File: config.mk
export PLATFORM = sky130hd
export DESIGN_NAME = render_number_ctrl
export DESIGN_NICKNAME = d
export VERILOG_FILES = /design/src/rtl/render_pkg.sv /design/src/rtl/bin2bcd_seq.sv /design/src/rtl/render_number_ctrl.sv
export SDC_FILE = /design/constraint.sdc
export NUM_CORES = 1
export LEC_CHECK = 0
export CAP_MARGIN = 10
export CELL_PAD_IN_SITES_DETAIL_PLACEMENT = 1
export CELL_PAD_IN_SITES_GLOBAL_PLACEMENT = 1
export CORE_MARGIN = 8
export CORE_UTILIZATION = 30
export DETAILED_ROUTE_END_ITERATION = 16
export PLACE_DENSITY_LB_ADDON = 0.3
export SLEW_MARGIN = 10
export SYNTH_ARGS = -nofsm -noshare
export SYNTH_HDL_FRONTEND = slang
export SYNTH_SLANG_ARGS = --single-unit
File: constraint.sdc
create_clock -name clk -period 5.8 [get_ports clk]
set_input_delay 0.58 -clock clk [delete_from_list [all_inputs] [get_ports clk]]
set_output_delay 0.58 -clock clk [all_outputs]
set_load 0.005 [all_outputs]
File: src/rtl/render_pkg.sv
// Shared constants and FSM encoding for the number-rendering sequencer.
package render_pkg;
    localparam int GLYPH_W   = 12;
    localparam int GLYPH_H   = 18;
    localparam int GLYPH_PIX = GLYPH_W * GLYPH_H;
    localparam int BCD_W     = 4;
    localparam int VALUE_W   = 14;
    localparam int POS_W     = 10;
    localparam int ADDR_W    = 12;

    typedef enum logic [2:0] {
        IDLE,
        CONV,
        ISSUE,
        WAIT,
        FIN
    } state_t;
endpackage

File: src/rtl/bin2bcd_seq.sv
// Sequential shift-and-add-3 binary to BCD converter, one input bit per cycle.
module bin2bcd_seq #(
    parameter int IN_W   = 14,
    parameter int DIGITS = 4
) (
    input  logic                  clk,
    input  logic                  rstn,
    input  logic                  start,
    input  logic [IN_W-1:0]       din,
    output logic                  busy,
    output logic                  valid,
    output logic [4*DIGITS-1:0]   bcd
);
    import render_pkg::*;

    localparam int OUT_W = BCD_W * DIGITS;
    localparam int CNT_W = $clog2(IN_W + 1);

    logic [IN_W-1:0]  shift_reg;
    logic [OUT_W-1:0] bcd_reg;
    logic [CNT_W-1:0] cnt_reg;
    logic             busy_reg;
    logic             valid_reg;

    logic             load;
    logic             bit_in;
    logic [OUT_W-1:0] bcd_src;
    logic [OUT_W-1:0] bcd_adj;
    logic [OUT_W-1:0] bcd_next;

    // The first shift happens on the load edge itself, so IN_W steps take IN_W cycles.
    assign load    = start && !busy_reg;
    assign bcd_src = load ? '0 : bcd_reg;
    assign bit_in  = load ? din[IN_W-1] : shift_reg[IN_W-1];

    generate
        for (genvar gi = 0; gi < DIGITS; gi++) begin : g_adj
            assign bcd_adj[gi*BCD_W +: BCD_W] =
                (bcd_src[gi*BCD_W +: BCD_W] >= 4'd5) ? bcd_src[gi*BCD_W +: BCD_W] + 4'd3
                                                     : bcd_src[gi*BCD_W +: BCD_W];
        end
    endgenerate

    assign bcd_next = {bcd_adj[OUT_W-2:0], bit_in};

    always_ff @(posedge clk or negedge rstn) begin
        if (!rstn) begin
            shift_reg <= '0;
            bcd_reg   <= '0;
            cnt_reg   <= '0;
            busy_reg  <= 1'b0;
            valid_reg <= 1'b0;
        end else begin
            valid_reg <= 1'b0;
            if (load) begin
                shift_reg <= din << 1;
                bcd_reg   <= bcd_next;
                cnt_reg   <= CNT_W'(1);
                busy_reg  <= 1'b1;
            end else if (busy_reg) begin
                shift_reg <= shift_reg << 1;
                bcd_reg   <= bcd_next;
                cnt_reg   <= cnt_reg + 1'b1;
                if (cnt_reg == CNT_W'(IN_W - 1)) begin
                    busy_reg  <= 1'b0;
                    valid_reg <= 1'b1;
                end
            end
        end
    end

    assign busy  = busy_reg;
    assign valid = valid_reg;
    assign bcd   = bcd_reg;
endmodule

File: src/rtl/render_number_ctrl.sv
// Sequences a per-digit glyph renderer to draw a saturated decimal number,
// optionally suppressing leading zeros while keeping digits right-aligned.
module render_number_ctrl #(
    parameter int DIGITS    = 4,
    parameter int GLYPH_W   = render_pkg::GLYPH_W,
    parameter int GLYPH_PIX = render_pkg::GLYPH_PIX
) (
    input  logic                            clk,
    input  logic                            rstn,
    input  logic                            start,
    input  logic [render_pkg::VALUE_W-1:0]  value,
    input  logic [render_pkg::POS_W-1:0]    top,
    input  logic [render_pkg::POS_W-1:0]    left,
    input  logic                            blank_lz,
    output logic                            busy,
    output logic                            done,
    output logic                            dig_start,
    output logic [render_pkg::ADDR_W-1:0]   dig_addr,
    output logic [render_pkg::POS_W-1:0]    dig_top,
    output logic [render_pkg::POS_W-1:0]    dig_left,
    input  logic                            dig_done
);
    import render_pkg::*;

    localparam int IDX_W   = (DIGITS > 1) ? $clog2(DIGITS) : 1;
    localparam int MAX_VAL = 10**DIGITS - 1;
    localparam logic [IDX_W-1:0] LAST_IDX = IDX_W'(DIGITS - 1);

    state_t             state_reg, state_next;
    logic [IDX_W-1:0]   digit_reg, digit_next;
    logic [POS_W-1:0]   top_reg, top_next;
    logic [POS_W-1:0]   left_reg, left_next;
    logic               blank_reg, blank_next;
    logic               dig_start_reg, dig_start_next;
    logic [ADDR_W-1:0]  dig_addr_reg, dig_addr_next;
    logic [POS_W-1:0]   dig_top_reg, dig_top_next;
    logic [POS_W-1:0]   dig_left_reg, dig_left_next;

    logic [VALUE_W-1:0]        sat_value;
    logic                      conv_start;
    logic                      conv_busy;
    logic                      conv_valid;
    logic [BCD_W*DIGITS-1:0]   bcd;
    logic [BCD_W-1:0]          nib [DIGITS];
    logic [BCD_W-1:0]          cur_nib;
    logic                      lead_zero;
    logic                      skip;

    assign sat_value  = (int'(value) > MAX_VAL) ? VALUE_W'(MAX_VAL) : value;
    assign conv_start = (state_reg == IDLE) && start && !conv_busy;

    bin2bcd_seq #(
        .IN_W   (VALUE_W),
        .DIGITS (DIGITS)
    ) u_bin2bcd (
        .clk   (clk),
        .rstn  (rstn),
        .start (conv_start),
        .din   (sat_value),
        .busy  (conv_busy),
        .valid (conv_valid),
        .bcd   (bcd)
    );

    // nib[0] is the most significant digit, matching the render order.
    generate
        for (genvar gi = 0; gi < DIGITS; gi++) begin : g_nib
            assign nib[gi] = bcd[(DIGITS-1-gi)*BCD_W +: BCD_W];
        end
    endgenerate

    assign cur_nib = nib[digit_reg];

    always_comb begin
        lead_zero = 1'b1;
        for (int k = 0; k < DIGITS; k++) begin
            if (k <= int'(digit_reg) && nib[k] != '0) begin
                lead_zero = 1'b0;
            end
        end
    end

    // The last digit is never blanked so that zero still shows a single '0'.
    assign skip = blank_reg && (digit_reg != LAST_IDX) && lead_zero;

    always_comb begin
        state_next     = state_reg;
        digit_next     = digit_reg;
        top_next       = top_reg;
        left_next      = left_reg;
        blank_next     = blank_reg;
        dig_start_next = 1'b0;
        dig_addr_next  = dig_addr_reg;
        dig_top_next   = dig_top_reg;
        dig_left_next  = dig_left_reg;

        case (state_reg)
            IDLE: begin
                if (conv_start) begin
                    top_next   = top;
                    left_next  = left;
                    blank_next = blank_lz;
                    digit_next = '0;
                    state_next = CONV;
                end
            end
            CONV: begin
                if (conv_valid) begin
                    digit_next = '0;
                    state_next = ISSUE;
                end
            end
            ISSUE: begin
                if (skip) begin
                    digit_next = digit_reg + 1'b1;
                end else begin
                    dig_start_next = 1'b1;
                    dig_addr_next  = ADDR_W'(int'(cur_nib) * GLYPH_PIX);
                    dig_top_next   = top_reg;
                    dig_left_next  = left_reg + POS_W'(int'(digit_reg) * GLYPH_W);
                    state_next     = WAIT;
                end
            end
            WAIT: begin
                if (dig_done) begin
                    if (digit_reg == LAST_IDX) begin
                        state_next = FIN;
                    end else begin
                        digit_next = digit_reg + 1'b1;
                        state_next = ISSUE;
                    end
                end
            end
            FIN: begin
                digit_next = '0;
                state_next = IDLE;
            end
            default: begin
                state_next = IDLE;
            end
        endcase
    end

    always_ff @(posedge clk or negedge rstn) begin
        if (!rstn) begin
            state_reg     <= IDLE;
            digit_reg     <= '0;
            top_reg       <= '0;
            left_reg      <= '0;
            blank_reg     <= 1'b0;
            dig_start_reg <= 1'b0;
            dig_addr_reg  <= '0;
            dig_top_reg   <= '0;
            dig_left_reg  <= '0;
        end else begin
            state_reg     <= state_next;
            digit_reg     <= digit_next;
            top_reg       <= top_next;
            left_reg      <= left_next;
            blank_reg     <= blank_next;
            dig_start_reg <= dig_start_next;
            dig_addr_reg  <= dig_addr_next;
            dig_top_reg   <= dig_top_next;
            dig_left_reg  <= dig_left_next;
        end
    end

    assign busy      = (state_reg != IDLE) && (state_reg != FIN);
    assign done      = (state_reg == FIN);
    assign dig_start = dig_start_reg;
    assign dig_addr  = dig_addr_reg;
    assign dig_top   = dig_top_reg;
    assign dig_left  = dig_left_reg;
endmodule
==> out/results.ini, run 1 <==
[setup_path]
crit_chain = mux4_2 -> ha_1 -> inv_1 -> fa_1 -> inv_1 -> ha_1 -> a211oi_1 -> o21bai_1 -> a21oi_1 -> xor2_1 -> o21ai_0
cp-start-kind = flop
reg2reg_from = digit_reg[0]
cpLargestDelayFamily = adder cells
slowest_delay_ns = 0.64
worst_ep_arrival_time_ns = 3.71
crit_path_max_fanout = 9
crit_type = reg2reg
cp-startpoint = digit_reg[0]
cp_slowest_cell = mux4_2
cp_num_buf_inv = 2
crit_required_ns = 6.01
endpoint_kind = flop

[logic_synthesis]
syn_avg_cell_area_um2 = 9.85
ys_types = 54
yosys.area_share.simple_pct = 16.8
synth_compound_area_share_pct = 11.9
async_flop_share_pct = 100
synth-main-ff-cell = dfrtp_1
ys_ff_latch = 91
ys_seq_area_share_pct = 46.9
synthCells = 493
synth_edf_count = 0
synth_top_family_by_area = simple AND/OR/NAND/NOR gates
yosysWarningCount = 0
synth_adder_area_share_pct = 9.48
synthMuxAreaShare_pct = 7.03
syn_area_um2 = 4860
synth_xor_area_share_pct = 3.06

[cts]
cts_htree_levels = 3
cts_buffer_depth = 2
clock_latency_ns = 0.35
postCtsResizedCells = 0
cts_tree = done
path_clk_slew_ns = 0.07
cts-buffers-inserted = 9
postCtsSetupBuffers = 0
cts_sinks = 91
root_buffer = clkbuf_16
cts_hold_buf = 0

[power_and_ir_drop]
switchingPower_w = 0.00143
peakVddDrop_v = 0.000185
total_power_w = 0.00364
powerDensity_nw_per_um2 = 599
p_leak_nw = 2.82
seqPwrFrac_pct = 32.8
p_int_w = 0.00221
p_sw_share_pct = 39.3
pwr-share-clk_pct = 18.1
pwr-share-comb_pct = 49.1

[floorplanning]
dieArea_um2 = 20500
start_util_pct = 30.6
io_pins = 74
coreArea_um2 = 15900
num_rows = 46
fp.dieH_um = 143
die_x_um = 143

[timing]
finalSetupTns_ns = 0
max_slew_margin_pct = 20.7
finalHoldViolations = 0
maxSlewViolCount = 0
rsz0062_at_grt = false
worst_clock_skew_ns = 0.00733
min_period_ns = 3.49
finalSetupViolCount = 0
clock.fmax_mhz = 286
fin_crit_sh_pct = 60.3
tightest_slew_ns = 1.19
hold_ws_ns = 0.0896
worst_slack_ns = 2.31

[finish]
largest_reg_flops = 16
drive_above_1_share_pct = 8.96
utilization_pct = 38.2
num_antenna_cells = 0
final_common_cell = nand2_1
mostFrequentLayoutCells = nand2_1 (114), dfrtp_1 (91), clkdlybuf4s50_1 (69)
fin_nets = 627
area_delta_synth_final_pct = 24.9

[global_routing]
gr-total-overflow = 0
grt_pass1_wl_um = 20600
grt_pass1_vias = 4141
grt_max_degree = 73
grt.total_usage_pct = 12.6
antenna_found_initial = 0

[placement]
io_buffers = 70
pre_cts_slack_ns = 1.89
hpwl_um = 8670
gp_congestion = 0.785

[status]
status = finished clean

[job]
max_cap_viol_count = 0

[route]
wirelength_um = 11800
wl_per_cell_um = 15.2
avgViaCountPerCell = 4.73
ant_nets = 0
drt_iter0_markers = 124
first_pass_iters = 4
vias = 3659
drc_errors = 0

[hold_path]
hp-class = in2async

synth_stat cells, types with 3 or more instances:
library cell / number / area share (%)
a211oi_1: 3 / 0.46
a21oi_1: 22 / 2.3
a22oi_1: 3 / 0.46
a32o_1: 3 / 0.62
buf_2: 6 / 0.62
buf_4: 4 / 0.62
clkbuf_1: 13 / 1.0
dfrtp_1: 91 / 47
fa_1: 3 / 1.2
ha_1: 32 / 8.2
inv_1: 26 / 2.0
mux2_2: 17 / 3.9
mux2i_1: 6 / 1.2
mux4_2: 4 / 1.9
nand2_1: 114 / 8.8
nand2b_1: 15 / 1.9
nand3_1: 6 / 0.62
nor2_1: 17 / 1.3
nor3_1: 6 / 0.62
nor3b_1: 6 / 0.93
nor4_1: 3 / 0.39
o21ai_0: 36 / 3.7
o21bai_1: 3 / 0.46
o221a_2: 3 / 0.70
o31a_1: 3 / 0.54
xnor2_1: 9 / 1.6
xor2_1: 8 / 1.4
area by class of cell:
type | instances | area [µm²]
Clock buffer | 10 | 239
Timing Repair Buffer | 73 | 721
Tap cell | 216 | 270
Fill cell | 1824 | 9820
Inverter | 26 | 97.6
Sequential cell | 91 | 2280
Clock inverter | 6 | 95.1
Multi-Input combinational cell | 352 | 2370
worst register-to-register path: stages (launching register included):
cell and delay [ns]:
dfrtp_1 0.61, mux4_2 0.64, ha_1 0.31, inv_1 0.05, fa_1 0.47, inv_1 0.04
ha_1 0.35, a211oi_1 0.31, o21bai_1 0.13, a21oi_1 0.18, xor2_1 0.17, o21ai_0 0.09
per-stage QoR:
step           instance area (µm²)  std cells
2_1_floorplan                 4870        495
3_3_place_gp                  5730        758
3_5_place_dp                  5730        758
4_1_cts                       6060        774
5_1_grt                       6070        774
6_report                      6070        774
power groups by stage:
| stage | Clock, W | Combinational, W | Sequential, W |
|---|---|---|---|
| 6_report | 0.000657 | 0.00179 | 0.00119 |
| 5_1_grt | 0.000704 | 0.00203 | 0.00124 |
| 4_1_cts | 0.000681 | 0.00183 | 0.00120 |
| 3_5_place_dp | 0 | 0.00182 | 0.00121 |
| 3_3_place_gp | 0 | 0.00173 | 0.00119 |
| 2_1_floorplan | 0 | 0.00119 | 0.00111 |
worst paths after layout:
path,to,slack [ns],cells after the start
setup / recovery,dig_addr[11],2.31,11
hold / removal,dig_top[5],0.09,1
setup reg to reg,dig_addr[11],2.31,11
hold reg to reg,top_reg[7],0.48,2
max in group asynchronous,u_bin2bcd.cnt_reg[0],4.48,2
min in group clk,top_reg[7],0.48,2
routing by layer:
metal	up-vias	GRT usage, %	wire length [µm]
met5	-	0	0
met4	0	3.65	126
met3	11	3.57	450
met2	54	22.3	6040
met1	1812	14.4	5150
li1	1782	-	-
kinds of logic after synthesis:
| kind of cell | Yosys count |
|---|---|
| compound gates | 93 |
| xor+xnor | 17 |
| fa+ha+maj | 35 |
| buf+inv | 52 |
| flops | 91 |
| mux | 27 |
| other cells | 1 |
| simple gates | 177 |
No activity file was read; power rests on OpenSTA's default activity.
==> run 2, diff against run 1 <==
==> constraint.sdc (replaced) <==
create_clock -name clk -period 3.5 [get_ports clk]
set_input_delay 0.35 -clock clk [delete_from_list [all_inputs] [get_ports clk]]
set_output_delay 0.35 -clock clk [all_outputs]
set_load 0.005 [all_outputs]
==> run 2 against run 1 <==
  * Core utilization rose by 0.13 points
  * Critical endpoint unchanged
  * Die area stayed put
  * Cell area grew 0.33%
  * Clock skew hardly changed
==> out/results.ini, run 2 (same netlist as run 1, synthesis figures left out) <==
[cts]
path_clk_slew_ns = 0.07  ; about the same
postCtsResizedCells = 0  ; unchanged
cts_tree = done  ; unchanged
cts_sinks = 91  ; unchanged
root_buffer = clkbuf_16  ; unchanged
cts_buffer_depth = 2  ; unchanged
postCtsSetupBuffers = 0  ; unchanged
cts_htree_levels = 3  ; unchanged
cts_hold_buf = 0  ; unchanged
cts-buffers-inserted = 9  ; unchanged
clock_latency_ns = 0.35  ; about the same

[floorplanning]
dieArea_um2 = 20500  ; unchanged
num_rows = 46  ; unchanged
start_util_pct = 30.6  ; unchanged
coreArea_um2 = 15900  ; unchanged
io_pins = 74  ; unchanged
fp.dieH_um = 143  ; unchanged
die_x_um = 143  ; unchanged

[setup_path]
endpoint_kind = flop  ; unchanged
crit_required_ns = 3.73  ; was 6.01 ns
crit_path_max_fanout = 4  ; was 9
cp-start-kind = flop  ; unchanged
reg2reg_from = digit_reg[0]  ; unchanged
worst-r2r-setup-slack_ns = 0.31  ; was 2.31 ns
crit_chain = mux4_2 -> ha_1 -> inv_1 -> fa_1 -> inv_1 -> ha_1 -> a211oi_1 -> o21bai_1 -> a21oi_1 -> xor2_1 -> o21ai_0  ; unchanged
r2r_end = dig_addr[11]  ; unchanged
reg2reg_depth = 11  ; unchanged
slowest_delay_ns = 0.59  ; was 0.64 ns
cp_slowest_cell = mux4_2  ; unchanged
worst_ep_arrival_time_ns = 3.42  ; was 3.71 ns
crit_type = reg2reg  ; unchanged

[finish]
num_antenna_cells = 0  ; unchanged
drive_above_1_share_pct = 9.24  ; was 8.96%
final_area_um2 = 6090  ; was 6070 µm²
largest_reg_flops = 16  ; unchanged
area_delta_synth_final_pct = 25.3  ; was 24.9%
fin_nets = 632  ; was 627
mostFrequentLayoutCells = nand2_1 (114), dfrtp_1 (91), clkdlybuf4s50_1 (69)  ; unchanged
final_common_cell = nand2_1  ; unchanged

[power_and_ir_drop]
peakVddDrop_v = 0.000335  ; was 0.000185 V
powerDensity_nw_per_um2 = 992  ; was 599 nW/µm²
p_leak_nw = 2.83  ; was 2.82 nW

[hold_path]
hp-class = in2async  ; unchanged

[timing]
rsz0062_at_grt = false  ; unchanged
clock.fmax_mhz = 313  ; was 286 MHz
tightest_slew_ns = 0.728  ; was 1.19 ns
worst_slack_ns = 0.306  ; was 2.31 ns
finalSetupTns_ns = 0  ; unchanged
hold_ws_ns = 0.0473  ; was 0.0896 ns
max_slew_margin_pct = 51.4  ; was 20.7%
min_period_ns = 3.19  ; was 3.49 ns
finalSetupViolCount = 0  ; unchanged
worst_clock_skew_ns = 0.00780  ; was 0.00733 ns
fin_crit_sh_pct = 91.3  ; was 60.3%
maxSlewViolCount = 0  ; unchanged
finalHoldViolations = 0  ; unchanged

[route]
ant_nets = 0  ; unchanged
vias = 3729  ; was 3659
avgViaCountPerCell = 4.79  ; was 4.73
first_pass_iters = 4  ; unchanged
drt_iter0_markers = 151  ; was 124
wirelength_um = 12000  ; was 11800 µm
wl_per_cell_um = 15.5  ; was 15.2 µm
drc_errors = 0  ; unchanged

[global_routing]
grt_max_degree = 56  ; was 73
gr-total-overflow = 0  ; unchanged
antenna_found_initial = 0  ; unchanged
grt.total_usage_pct = 12.5  ; was 12.6%
grt_pass1_wl_um = 20400  ; was 20600 µm
grt_pass1_vias = 4059  ; was 4141

[status]
status = finished clean  ; unchanged

[placement]
io_buffers = 70  ; unchanged
placed_area_um2 = 5780  ; was 5730 µm²
hpwl_um = 8810  ; was 8670 µm
gp_congestion = 0.793  ; was 0.785
pre_cts_slack_ns = 0.324  ; was 1.89 ns

[job]
max_cap_viol_count = 0  ; unchanged

==> run 2: area by class of cell <==
class	count	area [µm²]
clock buffers	13	260
clock inverters	3	46.3
fillers	1822	9800
inverters	26	97.6
multi-input cells	352	2360
flip-flops and latches	91	2280
well taps	216	270
repair buffers	78	771
==> run 2: worst max-delay path by stage <==
stage	startpoint	endpoint	slack, ns
floorplan	digit_reg[0]	dig_addr[11]	0.24
global placement	digit_reg[0]	dig_addr[11]	0.40
detailed placement	digit_reg[0]	dig_addr[11]	0.32
CTS	digit_reg[0]	dig_addr[11]	0.28
global route	digit_reg[0]	dig_addr[11]	0.05
finish	digit_reg[0]	dig_addr[11]	0.31
==> run 2: worst max-delay path, delay by kind of cell (launching register included) <==
kind	cells	cell delay, ns
fa+ha+maj	3	1.13
xor+xnor	1	0.15
flops	1	0.45
buf+inv	2	0.09
compound gates	4	0.67
mux	1	0.59
==> run 2: stage by stage <==
stage / power (W) / std cells / utilization [%]
3_3_place_gp: 0.00492 / 763 / 36.4
4_1_cts: 0.00616 / 779 / 38.3
5_1_grt: 0.00661 / 779 / 38.3
3_5_place_dp: 0.00510 / 763 / 36.4
2_1_floorplan: 0.00382 / 495 / -
6_report: 0.00604 / 779 / 38.3
==> run 2: metal layers <==
metal,track usage [%],up-vias,share of wire [%]
met5,0,-,0
met4,4.26,0,1.7
met3,3.44,15,4.4
met2,21.8,69,51
met1,14.5,1853,43
li1,-,1792,-
==> run 2: report_power, final <==
group | internal (W) | switching, W
Sequential | 0.00155 | 0.000412
Clock | 0.000595 | 0.000412
Combinational | 0.00150 | 0.00157
